--- src/rtl/pdh_capture_pkg.sv ---
// Types and widths shared by the capture sequencer and the BRAM capture controller.
package pdh_capture_pkg;

  localparam int unsigned DW   = 14;
  localparam int unsigned DECW = 22;

  typedef enum logic [2:0] {
    IDLE    = 3'd0,
    ARM     = 3'd1,
    FIRE    = 3'd2,
    CAPTURE = 3'd3,
    HOLDOFF = 3'd4
  } state_t;

  typedef enum logic [1:0] {
    IMMEDIATE = 2'd0,
    LEVEL     = 2'd1,
    EDGE      = 2'd2,
    RESERVED  = 2'd3
  } trig_mode_t;

endpackage

--- src/rtl/trig_crossing_detector.sv ---
// Level / edge threshold detector on the signed PDH trigger sample.
module trig_crossing_detector
  import pdh_capture_pkg::*;
(
  input  logic          pdh_clk,
  input  logic          rst_i,
  input  logic          edge_mode,
  input  logic          slope,
  input  logic [DW-1:0] sample,
  input  logic [DW-1:0] level,
  output logic          fire_c
);

  logic signed [DW-1:0] prev_q;
  logic signed [DW-1:0] cur_s;
  logic signed [DW-1:0] level_s;

  // Previous sample tracks every cycle so a crossing that straddles arming still counts.
  always_ff @(posedge pdh_clk or posedge rst_i) begin
    if (rst_i) prev_q <= '0;
    else       prev_q <= $signed(sample);
  end

  always_comb begin
    cur_s   = $signed(sample);
    level_s = $signed(level);
    fire_c  = 1'b0;
    if (edge_mode) fire_c = slope ? ((prev_q > level_s) && (cur_s <= level_s))
                                  : ((prev_q < level_s) && (cur_s >= level_s));
    else           fire_c = slope ? (cur_s <= level_s) : (cur_s >= level_s);
  end

endmodule

--- src/rtl/capture_sequencer.sv ---
// Sequences triggered multi-shot acquisitions into the BRAM capture controller.
module capture_sequencer
  import pdh_capture_pkg::*;
#(
  parameter int unsigned ACK_TIMEOUT = 16,
  parameter int unsigned HOLDW       = 16
) (
  input  logic            pdh_clk,
  input  logic            rst_i,
  input  logic            cmd_start_i,
  input  logic            cmd_abort_i,
  input  logic [1:0]      mode_i,
  input  logic            trig_slope_i,
  input  logic [DW-1:0]   trig_sig_i,
  input  logic [DW-1:0]   trig_level_i,
  input  logic [7:0]      n_shots_i,
  input  logic [HOLDW-1:0] holdoff_i,
  input  logic [DECW-1:0] decimation_code_i,
  input  logic            cap_ready_i,
  output logic            cap_enable_o,
  output logic [DECW-1:0] cap_decimation_code_o,
  output logic            busy_o,
  output logic            done_o,
  output logic [7:0]      shots_done_o,
  output logic            err_timeout_o
);

  localparam int unsigned FCW = $clog2(ACK_TIMEOUT + 1);

  state_t           state_q, state_d;
  trig_mode_t       mode_q;
  logic             slope_q;
  logic [DW-1:0]    level_q;
  logic [7:0]       n_shots_q;
  logic [HOLDW-1:0] holdoff_q;
  logic [HOLDW-1:0] hold_cnt_q, hold_cnt_d;
  logic [FCW-1:0]   fire_cnt_q, fire_cnt_d;
  logic             aborting_q, aborting_d;
  logic [7:0]       shots_d;
  logic             done_d, err_d;
  logic             latch_cmd_c;
  logic             det_fire_c;
  logic             trig_hit_c;

  trig_crossing_detector u_trig (
    .pdh_clk   (pdh_clk),
    .rst_i     (rst_i),
    .edge_mode (mode_q == EDGE),
    .slope     (slope_q),
    .sample    (trig_sig_i),
    .level     (level_q),
    .fire_c    (det_fire_c)
  );

  assign trig_hit_c = ((mode_q == LEVEL) || (mode_q == EDGE)) ? det_fire_c : 1'b1;

  always_ff @(posedge pdh_clk or posedge rst_i) begin
    if (rst_i) state_q <= IDLE;
    else       state_q <= state_d;
  end

  always_comb begin
    state_d     = state_q;
    latch_cmd_c = 1'b0;
    aborting_d  = aborting_q;
    fire_cnt_d  = fire_cnt_q;
    hold_cnt_d  = hold_cnt_q;
    shots_d     = shots_done_o;
    done_d      = done_o;
    err_d       = err_timeout_o;
    case (state_q)
      IDLE: begin
        // Abort in the same cycle drops the start.
        if (cmd_start_i && !cmd_abort_i) begin
          latch_cmd_c = 1'b1;
          aborting_d  = 1'b0;
          shots_d     = 8'd0;
          done_d      = 1'b0;
          err_d       = 1'b0;
          state_d     = ARM;
        end
      end
      ARM: begin
        if (cmd_abort_i) state_d = IDLE;
        else if (cap_ready_i && trig_hit_c) begin
          fire_cnt_d = '0;
          state_d    = FIRE;
        end
      end
      FIRE: begin
        if (cmd_abort_i) begin
          aborting_d = 1'b1;
          state_d    = CAPTURE;
        end else if (!cap_ready_i) begin
          state_d = CAPTURE;
        end else if (fire_cnt_q == FCW'(ACK_TIMEOUT - 1)) begin
          err_d   = 1'b1;
          state_d = IDLE;
        end else begin
          fire_cnt_d = fire_cnt_q + FCW'(1);
        end
      end
      CAPTURE: begin
        if (cap_ready_i) begin
          if (aborting_q || cmd_abort_i) begin
            state_d = IDLE;
          end else begin
            shots_d = shots_done_o + 8'd1;
            if (shots_d == n_shots_q) begin
              done_d  = 1'b1;
              state_d = IDLE;
            end else if (holdoff_q == '0) begin
              state_d = ARM;
            end else begin
              hold_cnt_d = '0;
              state_d    = HOLDOFF;
            end
          end
        end else if (cmd_abort_i) begin
          aborting_d = 1'b1;
        end
      end
      HOLDOFF: begin
        if (cmd_abort_i) state_d = IDLE;
        else if (hold_cnt_q == holdoff_q - HOLDW'(1)) state_d = ARM;
        else hold_cnt_d = hold_cnt_q + HOLDW'(1);
      end
      default: state_d = IDLE;
    endcase
  end

  // Command latch, counters and registered status outputs.
  always_ff @(posedge pdh_clk or posedge rst_i) begin
    if (rst_i) begin
      mode_q                <= IMMEDIATE;
      slope_q               <= 1'b0;
      level_q               <= '0;
      n_shots_q             <= 8'd1;
      holdoff_q             <= '0;
      hold_cnt_q            <= '0;
      fire_cnt_q            <= '0;
      aborting_q            <= 1'b0;
      cap_enable_o          <= 1'b0;
      cap_decimation_code_o <= DECW'(1);
      busy_o                <= 1'b0;
      done_o                <= 1'b0;
      shots_done_o          <= 8'd0;
      err_timeout_o         <= 1'b0;
    end else begin
      if (latch_cmd_c) begin
        mode_q                <= trig_mode_t'(mode_i);
        slope_q               <= trig_slope_i;
        level_q               <= trig_level_i;
        n_shots_q             <= (n_shots_i == 8'd0) ? 8'd1 : n_shots_i;
        holdoff_q             <= holdoff_i;
        cap_decimation_code_o <= decimation_code_i;
      end
      hold_cnt_q    <= hold_cnt_d;
      fire_cnt_q    <= fire_cnt_d;
      aborting_q    <= aborting_d;
      cap_enable_o  <= (state_d == FIRE);
      busy_o        <= (state_d != IDLE);
      done_o        <= done_d;
      shots_done_o  <= shots_d;
      err_timeout_o <= err_d;
    end
  end

endmodule

--- config.mk ---
export PLATFORM = sky130hd
export DESIGN_NAME = capture_sequencer
export DESIGN_NICKNAME = d
export VERILOG_FILES = /design/src/rtl/pdh_capture_pkg.sv /design/src/rtl/trig_crossing_detector.sv /design/src/rtl/capture_sequencer.sv
export SDC_FILE = /design/constraint.sdc
export NUM_CORES = 1
export LEC_CHECK = 0
export CAP_MARGIN = 20
export CORE_ASPECT_RATIO = 0.9
export CORE_MARGIN = 2
export CORE_UTILIZATION = 35
export DETAILED_ROUTE_END_ITERATION = 10
export GPL_ROUTABILITY_DRIVEN = 0
export GPL_TIMING_DRIVEN = 1
export HOLD_SLACK_MARGIN = 0.1
export PLACE_DENSITY = 0.62
export SYNTH_ARGS = -nofsm -noshare
export SYNTH_HDL_FRONTEND = slang
export SYNTH_SLANG_ARGS = --single-unit
--- constraint.sdc ---
create_clock -name pdh_clk -period 10.1 [get_ports pdh_clk]
set_clock_uncertainty 0.15 [all_clocks]
set_input_delay 1.515 -clock pdh_clk [delete_from_list [all_inputs] [get_ports pdh_clk]]
set_output_delay 1.515 -clock pdh_clk [all_outputs]
set_load 0.02 [all_outputs]
* After elaboration in Yosys (flattened, before gate mapping)
Index checks and enable logic that the tools add are counted.
** Word-level totals
- Input bits :: 82
- Flip-flop bits (word level) :: 114
- Logic and storage cells :: 120
- Output and inout bits :: 34
** Cells by class
- Equal/unequal tests :: 25
- Add/subtract/negate cells :: 4
- Mux-type cells :: 49
- $lt $le $gt $ge :: 4
- Reduce and logical (&&, ||, !) cells :: 22
** Operator list (number)
- two-way mux 16 bit :: 6
- two-way mux 3 bit :: 12
- two-way mux 8 bit :: 4
- case mux 16 bit (2 select lines) :: 1
- inequality test 2 bit (second input constant) :: 15
- two-way mux 5 bit :: 5
- adder 16 x 1 -> 16 bit (second input constant) :: 1
- equality test 16 bit :: 1
- logical NOT 16 bit :: 1
- case mux 8 bit (2 select lines) :: 1
- subtractor 16 x 1 -> 16 bit (second input constant) :: 1
- two-way mux 1 bit :: 15
- case mux 3 bit (5 select lines) :: 1
- greater-or-equal comparator 14 bit :: 1
- greater-than comparator 14 bit :: 1
- less-or-equal comparator 14 bit :: 1
- less-than comparator 14 bit :: 1
- case mux 5 bit (2 select lines) :: 1
- AND reduction 5 bit :: 2
- equality test 3 x 2 -> 1 bit (second input constant) :: 3
- adder 8 x 1 -> 8 bit (second input constant) :: 1
- equality test 8 bit :: 1
- logical NOT 8 bit :: 1
- nonzero test 2 bit :: 4
- other kinds (17) :: 23

* Longest topological paths before layout
- Word-level depth :: 10
- Mapped depth :: 13
- Gate-level depth less buffers :: 10

* By module
Synthesis repeated with hierarchy kept, for this count alone.
** Unflattened totals
- Cells, all modules :: 706
- Area total of the unflattened synthesis :: 6199.7 µm²
** By module, submodules not included
- capture_sequencer :: instances 1, area each 5104.9 µm², seq. area each 2504.9 µm², cells an instance 596
- trig_crossing_detector :: instances 1, area each 1094.8 µm², seq. area each 350.3 µm², cells an instance 110

* Least setup slack after synthesis
OpenSTA, ideal clock, no wires.
- Kind :: input port to flip-flop
- From :: in trig_sig_i[5]
- To :: reg fire_cnt_q[1]
- Cell stages on the path :: 9
- Library setup time :: 0.125 ns
- Buffers on the path :: 0
- Arrival time :: 3.606 ns
- Data required time :: 9.825 ns
- Setup slack :: 6.219 ns
- Cells stage by stage :: ha_1 > nand4_1 > o21bai_1 > a211oi_1 > nor3_1 > a31o_2 > a211oi_1 > a41o_1 > mux2_2
** On the way
- Cells in the longest elaborated chain, start to end :: 8
- Elaborated cells between the ends (all ways) :: 11
- Those cells by class :: order compare: 2; eq/ne: 1; mux: 4; reduce/logical: 4
** RTL lines
- from (decl) :: line capture_sequencer.sv:14 : input logic [DW-1:0] trig_sig_i,
- greater-or-equal comparator 14 bit / less-or-equal comparator 14 bit (equally long branches) :: line trig_crossing_detector.sv:29, trig_crossing_detector.sv:30, trig_crossing_detector.sv:28
- logical AND 1 bit (on tied branches) :: line trig_crossing_detector.sv:29, trig_crossing_detector.sv:28
- two-way mux 1 bit :: line trig_crossing_detector.sv:28 : if (edge_mode) fire_c = slope ? ((prev_q > level_s) && (cur_s <= level_s))
- two-way mux 1 bit (*) :: line trig_crossing_detector.sv:28
- two-way mux 1 bit (*) :: line capture_sequencer.sv:55 : assign trig_hit_c = ((mode_q == LEVEL) || (mode_q == EDGE)) ? det_fire_c : 1'b1;
- logical AND 1 bit (*) :: line capture_sequencer.sv:85 : else if (cap_ready_i && trig_hit_c) begin
- inequality test 2 bit (no source line) (*)
- AND reduction 6 bit (no source line) (*)
- to (signal assigned) :: line capture_sequencer.sv:159 : fire_cnt_q <= fire_cnt_d;
- to (decl) :: line capture_sequencer.sv:37 : logic [FCW-1:0] fire_cnt_q, fire_cnt_d;
Mark *: on every way between the ends. The rest lies on a longest branch, timed or not.
A chain may end at the register's enable or synchronous reset.

* Final worst setup path
- From :: in trig_sig_i[13]
- To :: reg fire_cnt_q[1]
Same word-level chain as after synthesis.

==> summary.txt <==
Status -> finished, final reports clean
Clock power share -> 28.1%
Post-synth EDFFs -> 0
Hold slack final -> 0.3132 ns
Prevailing post-synth register cell -> dfrtp_1
Final period utilization -> 42.05%
Peak supply drop -> 0.0001375 V
1st-pass router iterations -> 4
Die ar. -> 0.01879 mm^2
Commonest non-fill, non-tap cell in the layout -> nand2_1
Combinational fraction of design power -> 37.0%
Seq pwr share -> 34.9%
Syn Area/Cell -> 8.954 um^2
Rows -> 46
CTS resizes -> 0
Hold_buf cts -> 0
Worst Setup SP -> trig_sig_i[13]
Setup-failing EPs final -> 0
Antenna Violating Nets Remaining -> 0
Die W -> 144.3 um
Synth async-reset ratio -> 100.0%
Post-synthesis cell area -> 0.006196 mm^2
H-tree levels -> 4
Fillers -> 1760
Area Growth Syn to Fin -> 31.76%
RR Startpoint -> holdoff_q[2]
Net Sw Frac -> 35.90%
Ys Warns -> 0
Crit Path Class -> input port to flip-flop
Post-DP HPWL -> 10410 um
Clock Path Buffers -> 2
Startpoint Class -> input port
Vias in the first global route -> 5089
Worst-margin pin slew -> 0.7938 ns
TritonCTS clock tree -> yes
Slew margin rel. -> 47.08%
DR vias -> 5121
Max-slew violations -> 0
All-Layer GR Usage -> 17.44%
Boundary Pins -> 116
Yosys cell types -> 67
DRC violations left -> 0
Initial Util -> 35.41%
CP required -> 10.24 ns
Post-CTS setup buffers -> 0
WP data arrival -> 4.39 ns
Psw -> 0.7491 mW
Highest clock rate -> 0.2355 GHz
Register Area -> 0.002855 mm^2
Flops & latches, synth -> 114
Clk sinks -> 114
WL/cell -> 14.08 um
Most frequent cells in the layout -> nand2_1, clkdlybuf4s50_1, dfrtp_1
Total routed wirelength -> 14860 um
Unrepaired setup endpoints after global routing -> no
Setup TNS -> 0 ns
Multi-input gate area -> 0.003093 mm^2
Crit path capture type -> flip-flop
# diodes -> 0
Layout net count -> 918
Int Pwr -> 1.337 mW
Input/output buffers -> 115
Total CTS buffers -> 17
Final hold violation count -> 0
DIE HEIGHT -> 130.2 um
Static leakage -> 3.629 nW
GRT Residual Overflow -> 0
Iteration-0 DRC Markers -> 277
Largest net degree at the start of global routing -> 81
Max cap viols -> 0
Register area share after synthesis -> 46.08%
Syn Nets -> 808
Hold WC Path Type -> flip-flop to flip-flop
PwrDens -> 255.6 mW/mm^2
Post-layout util -> 46.66%
First-pass GRT wire length -> 25670 um
Cell count after synthesis -> 692
Vias per inst -> 4.854
Core Area -> 0.01750 mm^2
Min-delay src -> cap_decimation_code_o[0]
Clock Pin Slew Worst Setup and Hold Paths -> 0.05 ns
Share of post-route cells with drive strength above 1 -> 7.975%
Worst-Skew Late Latency -> 0.41 ns
Clock tree root buffer cell -> clkbuf_16
Initial antenna violation count -> 0
Crit path time final -> 4.247 ns
Crit path max fanout -> 6
==> critical path: stages <==
cell and delay, ns:
clkdlybuf4s50_1 0.43, ha_1 0.36, nand4_1 0.24, a211oi_1 0.39, nor3_1 0.08, a31o_2 0.23
a211oi_1 0.42, a41o_1 0.36, mux2_2 0.36
==> registers in the layout, summed over array words and instances, names as in the netlist <==
| register | count |
|---|---|
| aborting_q | 1 |
| fire_cnt_q | 5 |
| n_shots_q | 8 |
| done_o | 1 |
| state_q | 3 |
| holdoff_q | 16 |
| hold_cnt_q | 16 |
| u_trig.prev_q | 14 |
| busy_o | 1 |
| mode_q | 2 |
| err_timeout_o | 1 |
| cap_enable_o | 1 |
| slope_q | 1 |
| cap_decimation_code_o | 22 |
| shots_done_o | 8 |
| level_q | 14 |
==> final cells by class <==
type | instances | share of cell area, %
clock inverters | 9 | 1.287
repair buffers | 119 | 14.96
clock buffers | 23 | 5.854
flip-flops and latches | 114 | 34.97
multi-input cells | 521 | 37.89
well taps | 240 | 3.678
inverters | 29 | 1.364
==> stage by stage <==
step / instance area (um^2) / total power [mW] / cells / setup slack (ns)
2_1_floorplan: 6196 / 1.246 / 692 / 5.423
3_3_place_gp: 7526 / 1.495 / 1021 / 5.444
3_5_place_dp: 7526 / 1.505 / 1021 / 5.392
4_1_cts: 8109 / 2.109 / 1053 / 5.817
5_1_grt: 8164 / 2.265 / 1055 / 5.680
6_report: 8164 / 2.087 / 1055 / 5.853
==> final timing paths <==
kind                            cells past startpoint  slack, ns                        end
worst min register to register                      2       0.31   cap_decimation_code_o[0]
worst max-delay path                                9       5.85              fire_cnt_q[1]
min in group asynchronous                           2       1.32  cap_decimation_code_o[10]
max in group asynchronous                           4       7.43               n_shots_q[0]
worst min-delay path                                2       0.31   cap_decimation_code_o[0]
worst max register to register                      8       6.40             hold_cnt_q[10]
==> Yosys cell counts, types with 3 or more instances <==
library cell | count | share of area (%)
a2111oi_0 | 3 | 0.42
a211oi_1 | 3 | 0.36
a21o_1 | 3 | 0.36
a21oi_1 | 19 | 1.5
a31oi_1 | 5 | 0.50
and2_1 | 7 | 0.71
and3_1 | 6 | 0.61
clkbuf_1 | 22 | 1.3
dfrtp_1 | 112 | 45
ha_1 | 34 | 6.9
inv_1 | 29 | 1.8
nand2_1 | 188 | 11
nand2b_1 | 6 | 0.61
nand3_1 | 21 | 1.7
nand4_1 | 8 | 0.81
nor2_1 | 26 | 1.6
nor2b_1 | 11 | 1.1
nor3_1 | 12 | 0.97
nor4_1 | 11 | 1.1
o211ai_1 | 4 | 0.48
o21a_1 | 3 | 0.36
o21ai_0 | 39 | 3.2
o21bai_1 | 4 | 0.48
o31ai_1 | 11 | 1.3
or2_2 | 4 | 0.40
or3_1 | 8 | 0.81
or3_2 | 3 | 0.36
or4_1 | 7 | 0.85
or4_2 | 3 | 0.42
xnor2_1 | 17 | 2.4
xor2_1 | 14 | 2.0
==> routing by layer <==
| metal | GRT usage (%) | share of wire [%] |
|---|---|---|
| met5 | 0 | 0 |
| met4 | 4.455 | 0.83 |
| met3 | 5.321 | 5.5 |
| met2 | 25.60 | 43 |
| met1 | 25.16 | 51 |
==> power by group through the flow <==
stage	combinational, mW	clock (mW)	sequential, mW
detailed placement	0.774	0	0.730
CTS	0.779	0.602	0.728
global placement	0.765	0	0.730
finish	0.773	0.586	0.728
global route	0.886	0.625	0.753
floorplan	0.495	0	0.751
==> cells by family after synthesis <==
family | after synthesis | synth area share (%)
flip-flops | 114 | 46.08
XOR/XNOR | 31 | 4.382
adder cells (fa/ha/maj) | 34 | 6.866
AO/OA/AOI/OAI | 116 | 12.22
multiplexers | 4 | 0.6866
AND/OR/NAND/NOR | 336 | 25.71
buffers and inverters | 57 | 4.059
(Power assumes the default switching activity.)
